$ cat config.mk
export PLATFORM = sky130hd
export DESIGN_NAME = seven_seg_scanner_flat
export DESIGN_NICKNAME = d
export VERILOG_FILES = /design/src/rtl/seven_seg_scanner_if.sv /design/src/rtl/seven_seg_scanner.sv /design/src/flat_wrapper.sv
export SDC_FILE = /design/constraint.sdc
export NUM_CORES = 1
export LEC_CHECK = 0
export ABC_CLOCK_PERIOD_IN_PS = 2260
export BUFFER_PORTS_ARGS = -buffer_cell sky130_fd_sc_hd__clkbuf_2
export CAP_MARGIN = 20
export CELL_PAD_IN_SITES_DETAIL_PLACEMENT = 0
export CELL_PAD_IN_SITES_GLOBAL_PLACEMENT = 2
export CORE_MARGIN = 8
export CORE_UTILIZATION = 40
export DETAILED_ROUTE_END_ITERATION = 7
export GPL_ROUTABILITY_DRIVEN = 0
export PLACE_DENSITY_LB_ADDON = 0.15
export RECOVER_POWER = 50
export SYNTH_ARGS = -nofsm -noshare
export SYNTH_HDL_FRONTEND = slang
export SYNTH_SLANG_ARGS = --single-unit
$ cat constraint.sdc
create_clock -name clk -period 2.26 [get_ports clk]
set_input_delay 0.113 -clock clk [delete_from_list [all_inputs] [get_ports clk]]
set_output_delay 0.113 -clock clk [all_outputs]
set_load 0.02 [all_outputs]
$ cat src/rtl/seven_seg_scanner_if.sv
// Display bus between the datapath (master) and the seven-segment scanner (slave).
// The master supplies the packed hex value, the load strobe and the decimal point
// requests. The slave returns the active-low segment, decimal point and digit
// enable pins, plus the frame_done pulse.
interface seven_seg_scanner_if #(
    parameter int NUM_DIGITS = 4
);
    logic [4*NUM_DIGITS-1:0] value;
    logic                    load;
    logic [NUM_DIGITS-1:0]   dp_in;
    logic [6:0]              seg;
    logic                    dp;
    logic [NUM_DIGITS-1:0]   digit_an;
    logic                    frame_done;

    modport master (
        output value, load, dp_in,
        input  seg, dp, digit_an, frame_done
    );

    modport slave (
        input  value, load, dp_in,
        output seg, dp, digit_an, frame_done
    );
endinterface

$ cat src/rtl/seven_seg_scanner.sv
// Time-multiplexed common-anode seven-segment scanner.
// - A load strobe captures value/dp_in into a staging register.
// - The staging register is copied to the shadow register only at a frame
//   boundary, so a single frame never mixes old and new digits.
// - Each digit slot starts with GHOST_CYC cycles in which every anode is off.
//   This lets the segment bus settle before the next digit is enabled.
// Optional feature: define SEVEN_SEG_LZB_EN to blank leading zeros.
module seven_seg_scanner #(
    parameter int NUM_DIGITS = 4,
    parameter int CLK_DIV    = 50000,
    parameter int GHOST_CYC  = 2
) (
    input  logic              clk,
    input  logic              rst_n,
    seven_seg_scanner_if.slave bus
);
    localparam int PRESC_W = (CLK_DIV > 1) ? $clog2(CLK_DIV) : 1;
    localparam int SLOT_W  = (NUM_DIGITS > 1) ? $clog2(NUM_DIGITS) : 1;
    localparam int VAL_W   = 4 * NUM_DIGITS;

    localparam logic [PRESC_W-1:0] PRESC_LAST = PRESC_W'(CLK_DIV - 1);
    localparam logic [PRESC_W-1:0] PRESC_ON   = PRESC_W'(GHOST_CYC);
    localparam logic [SLOT_W-1:0]  SLOT_LAST  = SLOT_W'(NUM_DIGITS - 1);

    // Hex nibble to active-low {g,f,e,d,c,b,a}
    function automatic logic [6:0] seg_decode(input logic [3:0] nib);
        logic [6:0] pat;
        case (nib)
            4'h0:    pat = 7'b1000000;
            4'h1:    pat = 7'b1111001;
            4'h2:    pat = 7'b0100100;
            4'h3:    pat = 7'b0110000;
            4'h4:    pat = 7'b0011001;
            4'h5:    pat = 7'b0010010;
            4'h6:    pat = 7'b0000010;
            4'h7:    pat = 7'b1111000;
            4'h8:    pat = 7'b0000000;
            4'h9:    pat = 7'b0010000;
            4'hA:    pat = 7'b0001000;
            4'hB:    pat = 7'b0000011;
            4'hC:    pat = 7'b1000110;
            4'hD:    pat = 7'b0100001;
            4'hE:    pat = 7'b0000110;
            4'hF:    pat = 7'b0001110;
            default: pat = 7'b1111111;
        endcase
        return pat;
    endfunction

    logic [PRESC_W-1:0]    presc_r, presc_nxt_s;
    logic [SLOT_W-1:0]     slot_r, slot_nxt_s;
    logic                  slot_end_s, boundary_s;
    logic [VAL_W-1:0]      stage_val_r, shadow_val_r, shadow_val_nxt_s;
    logic [NUM_DIGITS-1:0] stage_dp_r, shadow_dp_r, shadow_dp_nxt_s;
    logic [3:0]            nibble_s;
    logic                  blank_s;
    logic [6:0]            seg_nxt_s, seg_r;
    logic                  dp_nxt_s, dp_r;
    logic [NUM_DIGITS-1:0] an_nxt_s, an_r;
    logic                  frame_done_r;

`ifdef SEVEN_SEG_LZB_EN
    logic [NUM_DIGITS-1:0] blank_r;

    // Digits above the most significant nonzero nibble; digit 0 is never flagged
    function automatic logic [NUM_DIGITS-1:0] lzb_mask(input logic [VAL_W-1:0] v);
        logic [NUM_DIGITS-1:0] m;
        logic                  lead;
        m    = {NUM_DIGITS{1'b0}};
        lead = 1'b1;
        for (int k = NUM_DIGITS - 1; k >= 1; k--) begin
            lead = lead && (v[4*k +: 4] == 4'h0);
            m[k] = lead;
        end
        return m;
    endfunction
`endif

    // Next prescaler/slot values and frame boundary detection
    always_comb begin
        slot_end_s = (presc_r == PRESC_LAST);
        boundary_s = slot_end_s && (slot_r == SLOT_LAST);
        if (slot_end_s) begin
            presc_nxt_s = {PRESC_W{1'b0}};
            if (slot_r == SLOT_LAST) begin
                slot_nxt_s = {SLOT_W{1'b0}};
            end else begin
                slot_nxt_s = slot_r + SLOT_W'(1);
            end
        end else begin
            presc_nxt_s = presc_r + PRESC_W'(1);
            slot_nxt_s  = slot_r;
        end
    end

    // Shadow update at the frame boundary; a load on that same cycle bypasses staging
    always_comb begin
        if (boundary_s) begin
            if (bus.load) begin
                shadow_val_nxt_s = bus.value;
                shadow_dp_nxt_s  = bus.dp_in;
            end else begin
                shadow_val_nxt_s = stage_val_r;
                shadow_dp_nxt_s  = stage_dp_r;
            end
        end else begin
            shadow_val_nxt_s = shadow_val_r;
            shadow_dp_nxt_s  = shadow_dp_r;
        end
    end

    // Segment/dp pattern for the current slot and anode pattern for the next cycle
    always_comb begin
        nibble_s = shadow_val_r[{slot_r, 2'b00} +: 4];
`ifdef SEVEN_SEG_LZB_EN
        blank_s  = blank_r[slot_r];
`else
        blank_s  = 1'b0;
`endif
        if (blank_s) begin
            seg_nxt_s = 7'h7F;
        end else begin
            seg_nxt_s = seg_decode(nibble_s);
        end
        dp_nxt_s = ~shadow_dp_r[slot_r];
        an_nxt_s = {NUM_DIGITS{1'b1}};
        if (presc_nxt_s >= PRESC_ON) begin
            an_nxt_s[slot_nxt_s] = 1'b0;
        end else begin
            an_nxt_s = {NUM_DIGITS{1'b1}};
        end
    end

    // Scan timing state: prescaler and slot index
    always_ff @(posedge clk or negedge rst_n) begin
        if (!rst_n) begin
            presc_r <= {PRESC_W{1'b0}};
            slot_r  <= {SLOT_W{1'b0}};
        end else begin
            presc_r <= presc_nxt_s;
            slot_r  <= slot_nxt_s;
        end
    end

    // Staging register: the last load before a boundary wins
    always_ff @(posedge clk or negedge rst_n) begin
        if (!rst_n) begin
            stage_val_r <= {VAL_W{1'b0}};
            stage_dp_r  <= {NUM_DIGITS{1'b0}};
        end else if (bus.load) begin
            stage_val_r <= bus.value;
            stage_dp_r  <= bus.dp_in;
        end
    end

    // Shadow register: the value shown for the whole current frame
    always_ff @(posedge clk or negedge rst_n) begin
        if (!rst_n) begin
            shadow_val_r <= {VAL_W{1'b0}};
            shadow_dp_r  <= {NUM_DIGITS{1'b0}};
        end else begin
            shadow_val_r <= shadow_val_nxt_s;
            shadow_dp_r  <= shadow_dp_nxt_s;
        end
    end

`ifdef SEVEN_SEG_LZB_EN
    // Leading-zero mask, captured alongside the shadow value at each boundary
    always_ff @(posedge clk or negedge rst_n) begin
        if (!rst_n) begin
            blank_r <= {NUM_DIGITS{1'b0}};
        end else if (boundary_s) begin
            blank_r <= lzb_mask(shadow_val_nxt_s);
        end
    end
`endif

    // Registered pins: seg/dp change only at slot start, while the anodes are still off
    always_ff @(posedge clk or negedge rst_n) begin
        if (!rst_n) begin
            seg_r        <= 7'h7F;
            dp_r         <= 1'b1;
            an_r         <= {NUM_DIGITS{1'b1}};
            frame_done_r <= 1'b0;
        end else begin
            if (presc_r == {PRESC_W{1'b0}}) begin
                seg_r <= seg_nxt_s;
                dp_r  <= dp_nxt_s;
            end
            an_r         <= an_nxt_s;
            frame_done_r <= boundary_s;
        end
    end

    assign bus.seg        = seg_r;
    assign bus.dp         = dp_r;
    assign bus.digit_an   = an_r;
    assign bus.frame_done = frame_done_r;

endmodule

$ cat src/flat_wrapper.sv
// flat-port wrapper written by rule: the top's interface ports become plain ports
module seven_seg_scanner_flat 
#(
    parameter int NUM_DIGITS = 4,
    parameter int CLK_DIV    = 50000,
    parameter int GHOST_CYC  = 2
)
  (clk, rst_n, bus_value, bus_load, bus_dp_in, bus_seg, bus_dp, bus_digit_an, bus_frame_done);
  seven_seg_scanner_if #(.NUM_DIGITS(NUM_DIGITS)) bus_i ();
  input  logic clk;
  input  logic rst_n;
  input wire logic [$bits(bus_i.value)-1:0] bus_value;
  input wire logic [$bits(bus_i.load)-1:0] bus_load;
  input wire logic [$bits(bus_i.dp_in)-1:0] bus_dp_in;
  output wire logic [$bits(bus_i.seg)-1:0] bus_seg;
  output wire logic [$bits(bus_i.dp)-1:0] bus_dp;
  output wire logic [$bits(bus_i.digit_an)-1:0] bus_digit_an;
  output wire logic [$bits(bus_i.frame_done)-1:0] bus_frame_done;
  assign bus_i.value = bus_value;
  assign bus_i.load = bus_load;
  assign bus_i.dp_in = bus_dp_in;
  assign bus_seg = bus_i.seg;
  assign bus_dp = bus_i.dp;
  assign bus_digit_an = bus_i.digit_an;
  assign bus_frame_done = bus_i.frame_done;
  seven_seg_scanner #(.NUM_DIGITS(NUM_DIGITS), .CLK_DIV(CLK_DIV), .GHOST_CYC(GHOST_CYC)) u_core (.clk(clk), .rst_n(rst_n), .bus(bus_i));
endmodule
==> flow_metrics.py, run 1 <==
metrics = {
    "outcome": {
        "status": "finished, violations left",
        "violations": "capacitance limit, slew limit",
    },
    "sta": {
        "finalCriticalPeriod_ps": 2086,
        "hold_viol": 0,
        "finalClockSkew_ps": 10.14,
        "timing.final.crit_share_pct": 92.30,
        "setup_ws_ps": 174.0,
        "slew_headroom_pct": -6.395,
        "setup_viol": 0,
        "max_clock_freq_mhz": 479.4,
        "fin_setup_tns_ps": 0,
        "tightest_slew_ps": 1596,
        "rsz0062_at_grt": "false",
        "report.final.slew_viol_count": 31,
    },
    "clock_network": {
        "cts_tree": "built",
        "cts_root_buf": "clkbuf_8",
        "clockBufferDepth": 2,
        "clk_pin_slew_ps": 80,
        "clk_latency_ps": 340,
        "htreeDepth": 3,
        "cts.sinks": 71,
        "cts_buffers": 9,
    },
    "synthesis": {
        "yosysSeqAreaShare_pct": 50.74,
        "ys.flop_type": "dfrtp_1",
        "synth_fp_nets": 329,
        "ys_types": 48,
        "yosysWarnings": 0,
        "synth_mux_area_share_pct": 18.71,
        "synth_edf_count": 0,
        "synth_area_um2": 3531,
        "synth_compound_area_share_pct": 4.996,
        "synth-async-reset-ratio_pct": 100.0,
        "syn_avg_cell_area_um2": 11.93,
        "yosys.area_share.adder_pct": 3.544,
        "synth-simple-area-share_pct": 14.25,
        "synth_top_family_by_area": "multiplexers",
        "synth_xor_area_share_pct": 3.969,
        "ys_seq_elements": 71,
        "syn_inst": 296,
    },
    "critical_path": {
        "worst-path-stages": 7,
        "slowest_stage": "or4_4",
        "r2r_slack_ps": 170,
        "endpoint_kind": "flop",
        "crit_arrival_ps": 2360,
        "critPathKind": "reg -> reg",
        "path_cells": "nor4_4 -> nand2_2 -> or4_4 -> mux2i_4 -> inv_2 -> and3_1 -> a31oi_1",
        "path_buf_inv": 1,
        "required_ps": 2530,
        "slowest_delay_ps": 520,
        "cp-start-kind": "flop",
        "reg2reg_depth": 7,
        "cp_max_fo": 5,
        "crit_family": "simple AND/OR/NAND/NOR gates",
    },
    "cells_and_area": {
        "syn_to_final_growth_pct": 18.32,
        "drive_above_1_share_pct": 33.33,
        "final_net_count": 379,
        "multi_input_area_um2": 1640,
        "ff_latch_area_um2": 1792,
        "fin_area_um2": 4178,
        "nFillCells": 832,
        "diodes": 0,
    },
    "global_routing": {
        "grtUsageTotal_pct": 13.18,
        "grt_pass1_vias": 2466,
        "grt_pass1_wl_um": 12240,
        "overflow": 0,
        "antenna_found_initial": 0,
        "grt_max_degree": 42,
    },
    "power": {
        "p_sw_mw": 0.6384,
        "pwr-share-comb_pct": 7.9,
        "ir_worst_vdd_v": 0.0002373,
        "p_sw_share_pct": 24.58,
        "clkPwrFrac_pct": 39.5,
        "powerDensity_nw_per_um2": 621.6,
        "internal_power_mw": 1.959,
        "power.total_mw": 2.597,
        "power.leakage_nw": 1.863,
        "seq_power_share_pct": 52.6,
    },
    "min_path": {
        "hold_depth": 2,
        "min_path_type": "in -> reg",
    },
    "floorplan": {
        "coreArea_um2": 8636,
        "ioPinCount": 36,
        "die_h_um": 110.0,
        "start_util_pct": 40.89,
        "fp.dieW_um": 110.0,
        "die-area_um2": 12090,
        "num_rows": 34,
    },
    "place": {
        "dpl-instance-area_um2": 3884,
        "io_buffers": 35,
        "dp_slack_ps": 23.83,
        "dpl.hpwl_um": 5283,
    },
    "drt": {
        "ant_nets": 0,
        "via_count": 2383,
        "vias_per_cell": 5.192,
        "drt_iter0_markers": 88,
        "drcViolationCount": 0,
        "dr.pass1.iters": 4,
        "wirelength_um": 7369,
        "wire_per_inst_um": 16.05,
    },
    "run": {
        "drv_cap": 1,
    },
}
-- Yosys cell counts (all sizes together) (2+ instances only) --
cell    instances  share of area, %
a31oi           3              0.53
or2             4              0.71
nor3            7               1.1
dfrtp          59                42
nand2          15               1.7
nor4b           2              0.50
ha             10               3.5
nand3          13               2.0
nor4            8               2.3
mux4            5               3.2
o21ai           7              0.99
inv            10               1.1
a211oi          2              0.43
clkbuf         14               1.5
buf             7               1.1
nand4           7               1.2
o31ai           2              0.43
a21oi           4              0.57
mux2i           4               1.5
xnor2           6               1.5
a32oi           2              0.50
o22ai           2              0.35
xor2           10               2.5
nor2           14               1.5
and3            8               1.4
dfstp          12               8.9
nand2b          4              0.71
and2            2              0.35
mux2           44                14
-- metrics by stage --
step	instances	hold slack (ps)	utilization (%)
2_1_floorplan	296	-182.6	-
3_3_place_gp	436	162.4	44.97
3_5_place_dp	436	166.1	44.97
4_1_cts	457	0.2561	47.90
5_1_grt	459	2.358	48.38
6_report	459	18.19	48.38
-- flip-flops by register name (all words and copies together), names as in the netlist --
name,flops
u_core.presc_r,16
u_core.shadow_val_r,16
u_core.stage_val_r,16
u_core.bus.seg,7
u_core.bus.digit_an,4
u_core.shadow_dp_r,4
u_core.stage_dp_r,4
u_core.slot_r,2
u_core.bus.dp,1
u_core.bus.frame_done,1
-- routing by layer --
metal	routed length, um	track usage, %	vias up
li1	-	-	1149
met1	3384	17.04	1183
met2	3582	20.63	43
met3	310	3.458	8
met4	91	5.111	0
met5	0	0	-
-- worst paths after layout --
| path | start | endpoint |
|---|---|---|
| min in group asynchronous | rst_n | u_core.shadow_val_r[3] |
| max reg2reg | u_core.presc_r[10] | u_core.bus.digit_an[2] |
| min reg2reg | u_core.bus.seg[3] | u_core.bus.seg[3] |
| max | u_core.presc_r[10] | u_core.bus.digit_an[2] |
| max in group asynchronous | rst_n | u_core.presc_r[10] |
| min | bus_value[15] | u_core.stage_val_r[15] |
-- power by group through the flow --
stage / Combinational [mW] / Clock [mW] / Sequential (mW)
after floorplan: 0.109 / 0 / 1.40
after global placement: 0.204 / 0 / 1.39
after detailed placement: 0.206 / 0 / 1.39
after CTS: 0.214 / 1.06 / 1.37
after global routing: 0.234 / 1.12 / 1.37
final: 0.206 / 1.03 / 1.37
-- cells in the final DEF (no fill, tap or decap), drive strengths merged, types with 10 or more instances in the layout --
| cell | Yosys | final |
|---|---|---|
| buf | 7 | 16 |
| clkbuf | 14 | 47 |
| dfrtp | 59 | 59 |
| dfstp | 12 | 12 |
| ha | 10 | 10 |
| inv | 10 | 11 |
| mux2 | 44 | 44 |
| nand2 | 15 | 15 |
| nand3 | 13 | 13 |
| nor2 | 14 | 14 |
| xor2 | 10 | 10 |
-- cell type report --
type                            instances  area share [%]
Sequential cell                        71           42.89
Multi-Input combinational cell        193           39.26
Timing Repair Buffer                   60           8.925
Tap cell                              108           3.235
Clock buffer                           10           3.055
Clock inverter                          6           1.647
Inverter                               11          0.9883
-- kinds of logic (layout without fill, tap and decap cells) --
kind of cell / after synthesis / count (layout)
AOI/OAI and AO/OA: 27 / 27
buffers and inverters: 32 / 87
muxes: 53 / 53
xor gates and xnor gates: 16 / 16
DFF: 71 / 71
and+or+nand+nor: 87 / 87
adders and majority gates: 10 / 10
-- what timing repair did --
action                                  in CTS  in global routing
hold endpoints to repair                    63                  2
hold buffers                                 5                  2
setup buffers                                0                  0
resized for setup                            1                  5
endpoints found under the setup margin       1                  4
Note: power is estimated with default switching activity, not from simulation.
==> inputs of run 2 (changes only) <==
--- a/config.mk
+++ b/config.mk
@@ -5,13 +5,14 @@
 export SDC_FILE = /design/constraint.sdc
 export NUM_CORES = 1
 export LEC_CHECK = 0
+export ABC_AREA = 1
 export ABC_CLOCK_PERIOD_IN_PS = 2260
 export BUFFER_PORTS_ARGS = -buffer_cell sky130_fd_sc_hd__clkbuf_2
 export CAP_MARGIN = 20
 export CELL_PAD_IN_SITES_DETAIL_PLACEMENT = 0
 export CELL_PAD_IN_SITES_GLOBAL_PLACEMENT = 2
 export CORE_MARGIN = 8
-export CORE_UTILIZATION = 40
+export CORE_UTILIZATION = 34
 export DETAILED_ROUTE_END_ITERATION = 7
 export GPL_ROUTABILITY_DRIVEN = 0
 export PLACE_DENSITY_LB_ADDON = 0.15
==> run 2 against run 1 <==
The run still ends with capacitance limit, slew limit left. Critical path type unchanged. Critical path depth grew 4. Worst setup slack improved by 98 ps. Largest power group unchanged. Sequential share of layout area shrank 0.29 points.
==> flow_metrics.py, run 2 <==
metrics = {
    "outcome": {
        "status": "finished, violations left",
        "violations": "capacitance limit, slew limit",
    },
    "synthesis": {
        "ys.flop_type": "dfrtp_1",
        "synth_top_family_by_area": "simple AND/OR/NAND/NOR gates",
        "synth_area_um2": 3555,
        "yosysMostFrequentCell": "nand2_1",
        "synth_compound_area_share_pct": 4.611,
        "synth-async-reset-ratio_pct": 100.0,
        "syn_inst": 464,
        "yosysWarnings": 0,
        "ys_types": 31,
        "syn_avg_cell_area_um2": 7.661,
        "yosys.area.top_type": "dfrtp_1",
        "yosys.area_share.adder_pct": 3.520,
        "yosysTopAreaCellShare_pct": 41.53,
        "synth_edf_count": 0,
        "synth_mux_area_share_pct": 0,
        "synth-simple-area-share_pct": 34.42,
        "ys_seq_elements": 71,
        "synth_fp_nets": 497,
        "synth_xor_area_share_pct": 0,
        "ys_top_cells_by_count": "212 x nand2_1, 59 x dfrtp_1, 45 x inv_1",
        "yosysSeqAreaShare_pct": 50.40,
        "synth.area.top_cells": "dfrtp_1 42%, nand2_1 22%, dfstp_2 8.9%",
    },
    "sta": {
        "hold_viol": 0,
        "max_clock_freq_mhz": 503.1,
        "tightest_slew_ps": 1578,
        "rsz0062_at_grt": "false",
        "setup_viol": 0,
        "report.final.slew_viol_count": 72,
        "timing.final.crit_share_pct": 87.95,
        "fin_setup_tns_ps": 0,
        "finalCriticalPeriod_ps": 1988,
        "finalClockSkew_ps": 11.11,
        "slew_headroom_pct": -5.218,
    },
    "power": {
        "power.total_mw": 2.428,
        "p_sw_mw": 0.5388,
        "seq_power_share_pct": 53.9,
        "pwr-share-comb_pct": 4.8,
        "clkPwrFrac_pct": 41.3,
        "ir_worst_vdd_v": 0.0002842,
        "internal_power_mw": 1.890,
        "p_sw_share_pct": 22.18,
        "powerDensity_nw_per_um2": 577.3,
        "power.leakage_nw": 2.236,
    },
    "drt": {
        "vias_per_cell": 4.420,
        "met2_length_um": 4024,
        "dr.pass1.iters": 4,
        "via_count": 2917,
        "top_layer_used": "met4",
        "drcViolationCount": 0,
        "wirelength_um": 8300,
        "wire_per_inst_um": 12.58,
        "ant_nets": 0,
        "wl_met3_um": 215,
        "wl_met1_um": 3980,
        "drt_iter0_markers": 135,
    },
    "clock_network": {
        "postCtsHoldBufs": 17,
        "post_cts_buffers": 0,
        "cts_root_buf": "clkbuf_8",
        "clk_pin_slew_ps": 80,
        "htreeDepth": 3,
        "cts.sinks": 71,
        "cts_buffers": 9,
        "cts_tree": "built",
        "cts_resized": 0,
        "clk_latency_ps": 340,
        "clockBufferDepth": 2,
    },
    "cells_and_area": {
        "final_net_count": 552,
        "stdcell_count": 660,
        "diodes": 0,
        "syn_to_final_growth_pct": 18.34,
        "reg.largest.list": "u_core.presc_r x16, u_core.shadow_val_r x16, u_core.stage_val_r x16",
        "nFillCells": 1098,
        "final_cell_mix": "212 x nand2_1, 59 x dfrtp_1, 45 x inv_1",
        "drive_above_1_share_pct": 14.89,
        "final_common_cell": "nand2_1",
    },
    "floorplan": {
        "start_util_pct": 34.74,
        "fp.dieW_um": 118.3,
        "die-area_um2": 13980,
        "coreArea_um2": 10230,
        "die_h_um": 118.3,
        "num_rows": 37,
        "ioPinCount": 36,
    },
    "critical_path": {
        "cp_max_fo": 14,
        "reg2reg_depth": 11,
        "crit_arrival_ps": 2260,
        "cp-start-kind": "flop",
        "r2r_start": "u_core.slot_r[0]",
        "required_ps": 2540,
        "endpoint_kind": "flop",
        "worstSetupStartpoint": "u_core.slot_r[0]",
        "critPathKind": "reg -> reg",
    },
    "global_routing": {
        "overflow": 0,
        "grt_pass1_wl_um": 14740,
        "grt_pass1_vias": 3087,
        "grtUsageTotal_pct": 12.74,
        "antenna_found_initial": 0,
        "grt_max_degree": 72,
    },
    "min_path": {
        "hold_start": "bus_value[13]",
        "min_path_type": "in -> reg",
        "hold_depth": 3,
    },
    "place": {
        "io_buffers": 35,
        "dpl.hpwl_um": 6157,
        "dp_cells": 627,
    },
    "run": {
        "drv_cap": 1,
    },
}
run 2: routing by layer:
layer | GRT usage (%) | vias up
met5 | 0 | -
met4 | 3.443 | 0
met3 | 3.046 | 8
met2 | 21.67 | 37
met1 | 15.80 | 1325
li1 | - | 1547
run 2: through the flow:
step	instance area (um^2)	worst slack, ps	hold slack, ps	util, %
after floorplan	3555	617.3	-182.6	-
after global placement	3862	378.3	171.1	37.75
after detailed placement	3862	314.1	172.1	37.75
after CTS	4224	283.2	0.4489	41.29
after global routing	4207	50.16	25.62	41.12
final	4207	272.3	10.71	41.12
run 2: path summary, 6_finish.rpt:
check                                              end  slack [ps]
worst max register to register       u_core.bus.seg[0]         270
worst min-delay path            u_core.stage_val_r[13]          10
worst max-delay path                 u_core.bus.seg[0]         270
worst min register to register       u_core.bus.seg[0]         470
max in group asynchronous            u_core.presc_r[3]         510
min in group asynchronous         u_core.stage_dp_r[3]         810
run 2: cell type report:
| cell class | instances | area (um^2) | share of cell area, % |
|---|---|---|---|
| flip-flops and latches | 71 | 1792 | 42.59 |
| multi-input cells | 334 | 1513 | 35.96 |
| repair buffers | 54 | 355.3 | 8.447 |
| inverters | 49 | 185.2 | 4.402 |
| well taps | 136 | 170.2 | 4.045 |
| clock buffers | 13 | 148.9 | 3.540 |
| clock inverters | 3 | 42.54 | 1.011 |
run 2: cell families (layout without fill, tap and decap cells):
| kind of cell | after synthesis | in the layout |
|---|---|---|
| flip-flops | 71 | 71 |
| AND/OR/NAND/NOR | 295 | 295 |
| adder cells (fa/ha/maj) | 10 | 10 |
| buffers and inverters | 59 | 119 |
| AO/OA/AOI/OAI | 29 | 29 |
run 2: worst max-delay path: stages (launching register included):
cell and delay (ps):
dfrtp_1 600, inv_2 170, nand2_1 100, nand3_1 60
nand2_1 210, inv_1 110, ha_1 250, nand2_1 90
nand2_1 60, a21oi_1 110, nand3b_1 120, nand2_1 50
run 2: power by group through the flow:
stage	sequential, mW	clock [mW]	combinational, mW
floorplan	1.33	0	0.0422
global placement	1.33	0	0.101
detailed placement	1.33	0	0.102
CTS	1.31	1.05	0.125
global route	1.31	1.10	0.139
finish	1.31	1.00	0.116
